**config.mk**
```make
export PLATFORM = sky130hd
export DESIGN_NAME = bicubic_interp_1d
export DESIGN_NICKNAME = d
export VERILOG_FILES = /design/src/rtl/bicubic_interp_1d.sv
export SDC_FILE = /design/constraint.sdc
export NUM_CORES = 1
export LEC_CHECK = 0
export ABC_AREA = 1
export CAP_MARGIN = 25
export CORE_MARGIN = 1
export CORE_UTILIZATION = 55
export DETAILED_ROUTE_END_ITERATION = 10
export GPL_ROUTABILITY_DRIVEN = 1
export PLACE_DENSITY = 0.73
export SYNTH_ARGS = -nofsm -noshare
export SYNTH_HDL_FRONTEND = slang
export SYNTH_SLANG_ARGS = --single-unit
```
**constraint.sdc**
```tcl
create_clock -name clk -period 9.2 [get_ports clk]
set_input_delay 1.84 -clock clk [delete_from_list [all_inputs] [get_ports clk]]
set_output_delay 1.84 -clock clk [all_outputs]
set_load 0.01 [all_outputs]
```
**src/rtl/bicubic_interp_1d.sv**
```systemverilog
// bicubic_interp_1d: multi-cycle Catmull-Rom 1-D interpolator; define BICUBIC_SAT_EN to clamp the result to the pixel range
module bicubic_interp_1d #(
    parameter int PIX_W  = 8,
    parameter int FRAC_W = 8
) (
    input  logic              clk,
    input  logic              rst,
    input  logic              in_valid,
    output logic              in_ready,
    input  logic [PIX_W-1:0]  p_m1,
    input  logic [PIX_W-1:0]  p_0,
    input  logic [PIX_W-1:0]  p_1,
    input  logic [PIX_W-1:0]  p_2,
    input  logic [FRAC_W-1:0] frac,
    output logic              out_valid,
    input  logic              out_ready,
    output logic [PIX_W-1:0]  out_pix,
    output logic              busy
);
    localparam int WW = FRAC_W + 5;
    localparam int AW = PIX_W + FRAC_W + 7;
    localparam int MW = 2 * FRAC_W;
    localparam logic signed [WW-1:0] T0 = {4'b0, 1'b1, {FRAC_W{1'b0}}};
    localparam logic [MW-1:0] HALF = {{(FRAC_W+1){1'b0}}, 1'b1, {(FRAC_W-1){1'b0}}};
    localparam logic signed [AW-1:0] RND = {{(AW-FRAC_W-1){1'b0}}, 1'b1, {FRAC_W{1'b0}}};
    localparam logic signed [AW-1:0] PMAX = {{(AW-PIX_W){1'b0}}, {PIX_W{1'b1}}};

    typedef enum logic [2:0] {S_IDLE, S_SQ, S_CU, S_M0, S_M1, S_M2, S_M3, S_OUT} state_t;

    state_t                   r_state, w_next;
    logic [PIX_W-1:0]         r_pm1, r_p0, r_p1, r_p2, r_out_pix;
    logic [FRAC_W-1:0]        r_frac, r_t2, r_t3;
    logic signed [AW-1:0]     r_acc;
    logic                     r_out_valid;
    logic [FRAC_W-1:0]        w_ma;
    logic [MW-1:0]            w_mp;
    logic signed [WW-1:0]     w_t1, w_t2, w_t3, w_c0, w_c1, w_c2, w_c3, w_w;
    logic [PIX_W-1:0]         w_px;
    logic signed [AW-1:0]     w_prod, w_sum, w_rnd, w_res;
    logic [PIX_W-1:0]         w_pix_nxt;

    assign in_ready  = (r_state == S_IDLE);
    assign busy      = !in_ready;
    assign out_valid = r_out_valid;
    assign out_pix   = r_out_pix;

    always_ff @(posedge clk) begin
        if (rst) r_state <= S_IDLE;
        else     r_state <= w_next;
    end

    always_comb begin
        w_next = r_state;
        case (r_state)
            S_IDLE:  w_next = in_valid ? S_SQ : S_IDLE;
            S_SQ:    w_next = S_CU;
            S_CU:    w_next = S_M0;
            S_M0:    w_next = S_M1;
            S_M1:    w_next = S_M2;
            S_M2:    w_next = S_M3;
            S_M3:    w_next = S_OUT;
            default: w_next = out_ready ? S_IDLE : S_OUT;
        endcase
    end

    // One shared multiplier produces t^2 in SQ and t^3 in CU
    assign w_ma = (r_state == S_SQ) ? r_frac : r_t2;
    assign w_mp = MW'(w_ma) * MW'(r_frac) + HALF;

    assign w_t1 = {5'b0, r_frac};
    assign w_t2 = {5'b0, r_t2};
    assign w_t3 = {5'b0, r_t3};
    assign w_c0 = (w_t2 <<< 1) - w_t1 - w_t3;
    assign w_c1 = (T0 <<< 1) - (w_t2 <<< 2) - w_t2 + (w_t3 <<< 1) + w_t3;
    assign w_c2 = w_t1 + (w_t2 <<< 2) - (w_t3 <<< 1) - w_t3;
    assign w_c3 = w_t3 - w_t2;

    assign w_w  = (r_state == S_M0) ? w_c0 : (r_state == S_M1) ? w_c1 : (r_state == S_M2) ? w_c2 : w_c3;
    assign w_px = (r_state == S_M0) ? r_pm1 : (r_state == S_M1) ? r_p0 : (r_state == S_M2) ? r_p1 : r_p2;

    assign w_prod = AW'(w_w) * AW'($signed({1'b0, w_px}));
    assign w_sum  = r_acc + w_prod;
    assign w_rnd  = w_sum + RND;
    assign w_res  = w_rnd >>> (FRAC_W + 1);

`ifdef BICUBIC_SAT_EN
    assign w_pix_nxt = (w_res < 0) ? '0 : (w_res > PMAX) ? '1 : w_res[PIX_W-1:0];
`else
    assign w_pix_nxt = w_res[PIX_W-1:0];
`endif

    always_ff @(posedge clk) begin
        if (rst) begin
            r_pm1       <= '0;
            r_p0        <= '0;
            r_p1        <= '0;
            r_p2        <= '0;
            r_frac      <= '0;
            r_t2        <= '0;
            r_t3        <= '0;
            r_acc       <= '0;
            r_out_pix   <= '0;
            r_out_valid <= 1'b0;
        end else begin
            if (r_state == S_IDLE && in_valid) begin
                r_pm1  <= p_m1;
                r_p0   <= p_0;
                r_p1   <= p_1;
                r_p2   <= p_2;
                r_frac <= frac;
                r_acc  <= '0;
            end
            if (r_state == S_SQ) r_t2 <= w_mp[MW-1:FRAC_W];
            if (r_state == S_CU) r_t3 <= w_mp[MW-1:FRAC_W];
            if (r_state == S_M0 || r_state == S_M1 || r_state == S_M2 || r_state == S_M3) r_acc <= w_sum;
            if (r_state == S_M3) begin
                r_out_pix   <= w_pix_nxt;
                r_out_valid <= 1'b1;
            end
            if (r_state == S_OUT && out_ready) r_out_valid <= 1'b0;
        end
    end
endmodule

```
==> summary.md <==
| Metric | Value |
|---|---|
| Clock share of power | 0.108 |
| Post-route DRC | 0 |
| Crit path required time | 9450 ps |
| Core Footprint | 22,000 sq um |
| CP Class | flip-flop to flip-flop |
| CP max-delay cell | fa_1 |
| Flop pwr share | 0.136 |
| Fin area | 13,700 sq um |
| Die Height | 152 um |
| DR vias | roughly 11,000 |
| Routability cong. | 0.954 |
| Mapped Nets | 2,029 |
| Clock-pin transition on the worst setup and hold timing paths | 60 ps |
| Initial Util | 0.563 |
| Starting DRT DRC Count | 729 |
| Syn avg cell area | 7.22 sq um |
| DP Cell Count | 2,029 |
| Antenna Violating Nets Remaining | 0 |
| Cell Int Power | 1.48 mW |
| Slowest Stage Delay on Critical Path | 550 ps |
| Max_slew headroom | 0.353 |
| Placed inst area | 13,200 sq um |
| GR Layer Usage met1 | 0.415 |
| Post-synthesis instance total | about 1,700 |
| WP data arrival | about 9000 ps |
| Gate power share | 0.756 |
| CP dominant cell by count | inv_1 |
| Final setup viols | 0 |
| Die W | 152 um |
| Antenna violations before repair | 0 |
| Async set-reset flop share out of synthesis | 0 |
| GRT overflow | 0 |
| Die area | between 20,000 and 25,000 sq um |
| Routed wire per std cell | 15.4 um |
| Vias in the first global route | ~11,000 |
| Period utilization | 0.955 |
| IO Pins | 55 |
| Most frequent cells in the layout | inv_1 (362), nand2_1 (356), a21oi_1 (146) |
| Status | finished clean |
| Clk_lat worst skew | around 350 ps |
| Nature of the critical path startpoint | flip-flop |
| Setup TNS | 0 ps |
| Drt first pass iters | 6 |
| Largest net degree at the start of global routing | 65 |
| Routing usage on met2 | 0.448 |
| Synth Cell Area | 12,400 sq um |
| Met3 usage | 0.0374 |
| Power per cell area | ~230 nW/um^2 |
| Sequential area share after synthesis | 0.138 |
| CTS Buffer Depth | 2 |
| Via/cell ratio | 5.38 |
| Prevailing post-synth register cell | dfxtp_1 |
| Minimum clock period | 8790 ps |
| Share of layout cells above drive strength 1 | 0.0642 |
| Least-Margin Pin Slew | 967 ps |
| H-tree level count | 3 |
| Std-Cell Rows | 54 |
| Critical Path End Type | flip-flop |
| Psw | 1.70 mW |
| WL final | 31,600 um |
| Hold buffers post-CTS | 0 |
| Worst Hold Class | flip-flop to flip-flop |
| N_diodes | 0 |
| Final Net Count | approximately 2,100 |
| Netlist cell types | 55 |
| DP Wirelength | between 20,000 and 30,000 um |
| Fillers | 1,974 |
| CTS root buf | clkbuf_16 |
| Fmax | 114 MHz |
| Sw frac | 0.533 |
| TritonCTS clock tree | yes |
| Final cell count without fillers | 2,056 |
| Clock sinks | 85 |
| Leak | 6.99 nW |
| Most common cell after layout, fill and taps aside | inv_1 |
| Yosys warnings | 0 |
| Max-Cap Viols | 0 |
| IO Port Bufs | 54 |
| GRT Util Overall | 0.285 |
| FF+latch count, synth | 85 |
| Peak supply drop | 0.181 mV |
| GR peak layer | met2 |
| Num CTS Buffers | 9 |
| Syn-to-layout area delta | 10.7% |
| Clk_skew | 8.98 ps |
| Final Max Tran Viols | 0 |
| Final count of hold timing violations | 0 |
| EDFF count, synth | 0 |
| Largest fanout on the critical path | 7 |
| First-pass GRT wire length | 52,800 um |
==> layout make-up <==
| type | instances | area, sq um | area share |
|---|---|---|---|
| tap | 280 | 350 | 0.0256 |
| inverter | 381 | 1440 | 0.105 |
| clock inverter | 5 | 36.3 | 0.00265 |
| multi-input combinational | 1212 | 9150 | 0.669 |
| sequential | 85 | 1710 | 0.125 |
| clock buffer | 11 | 243 | 0.0177 |
| timing repair buffer | 82 | 758 | 0.0554 |
==> synthesized netlist by cell type, types with 2 or more instances <==
master / number / area [sq um]
a211oi_1: 2 / 15.0
a21boi_0: 2 / 15.0
a21o_1: 5 / 37.5
a21oi_1: 147 / 736
a21oi_2: 3 / 26.3
a22oi_1: 2 / 15.0
a31oi_1: 5 / 31.3
buf_1: 2 / 7.51
buf_2: 4 / 20.0
clkbuf_1: 25 / 93.8
clkinv_1: 6 / 22.5
dfxtp_1: 85 / 1700
fa_1: 138 / 2760
ha_1: 136 / 1700
inv_1: 365 / 1370
inv_2: 8 / 30.0
inv_4: 2 / 12.5
nand2_1: 359 / 1350
nand2_2: 10 / 62.6
nand2_4: 2 / 22.5
nand3_1: 66 / 330
nand3b_1: 3 / 22.5
nand4_1: 7 / 43.8
nor2_1: 120 / 450
nor2_2: 2 / 12.5
nor2_8: 3 / 60.1
nor3_1: 11 / 55.1
o211ai_1: 13 / 97.6
o21a_1: 3 / 22.5
o21a_2: 2 / 17.5
o21ai_0: 72 / 360
o21ai_1: 8 / 40.0
o21ai_2: 3 / 26.3
o21bai_1: 9 / 67.6
o221ai_1: 4 / 35.0
o31ai_1: 2 / 15.0
or2_2: 6 / 37.5
xnor2_1: 20 / 175
xor2_1: 32 / 280
xor2_2: 2 / 32.5
==> sequential cells by signal, indices dropped and copies added (netlist names), 3 cells and up <==
register	cells
r_p0	8
r_p2	8
r_pm1	8
r_acc	17
r_p1	8
out_pix	8
r_t2	8
r_t3	8
r_frac	8
r_state	3
==> timing repair <==
item | CTS | global route
resized for setup | 0 | 22
setup buffers | 0 | 10
setup endpoints to repair | 0 | 8
==> power by group through the flow <==
stage	clock (mW)	combinational [mW]	sequential [mW]
floorplan	0	1.74	0.432
global placement	0	2.21	0.439
detailed placement	0	2.25	0.439
CTS	0.351	2.28	0.431
global route	0.364	2.74	0.435
finish	0.344	2.40	0.432
==> critical path: cells and delay by family, from the launching register on <==
family	cells	cell delay, ps
muxes	1	270
and+or+nand+nor	15	1640
adders and majority gates	9	4060
AOI/OAI and AO/OA	8	1290
buffers and inverters	8	550
DFF	1	470
xor gates and xnor gates	3	420
==> through the flow <==
step / hold slack [ps] / worst slack, ps / util / power (mW)
2_1_floorplan: 425 / 1040 / - / 2.17
3_3_place_gp: 437 / 304 / 0.603 / 2.65
3_5_place_dp: 445 / 169 / 0.603 / 2.69
4_1_cts: 455 / 128 / 0.615 / 3.06
5_1_grt: 476 / -70.7 / 0.623 / 3.54
6_report: 452 / 415 / 0.623 / 3.18
==> worst paths after layout <==
kind	from	to	cells past startpoint	slack, ps
worst max-delay path	r_frac[5]	out_pix[7]	44	410
worst min-delay path	out_valid	out_valid	2	450
worst max register to register	r_frac[5]	out_pix[7]	44	410
worst min register to register	out_valid	out_valid	2	450
==> routing by layer <==
metal	up-vias	share of wire
met2	377	0.44
met4	0	0.016
li1	5443	-
met3	40	0.065
met5	-	0
met1	5198	0.48
==> kinds of logic after synthesis <==
group | count (synthesis) | share of synthesized area
AND/OR/NAND/NOR | 594 | 0.201
multiplexers | 1 | 0.000911
buffers and inverters | 414 | 0.127
flip-flops | 85 | 0.138
adder cells (fa/ha/maj) | 274 | 0.361
XOR/XNOR | 54 | 0.0395
AO/OA/AOI/OAI | 289 | 0.132
(Power assumes the default switching activity.)
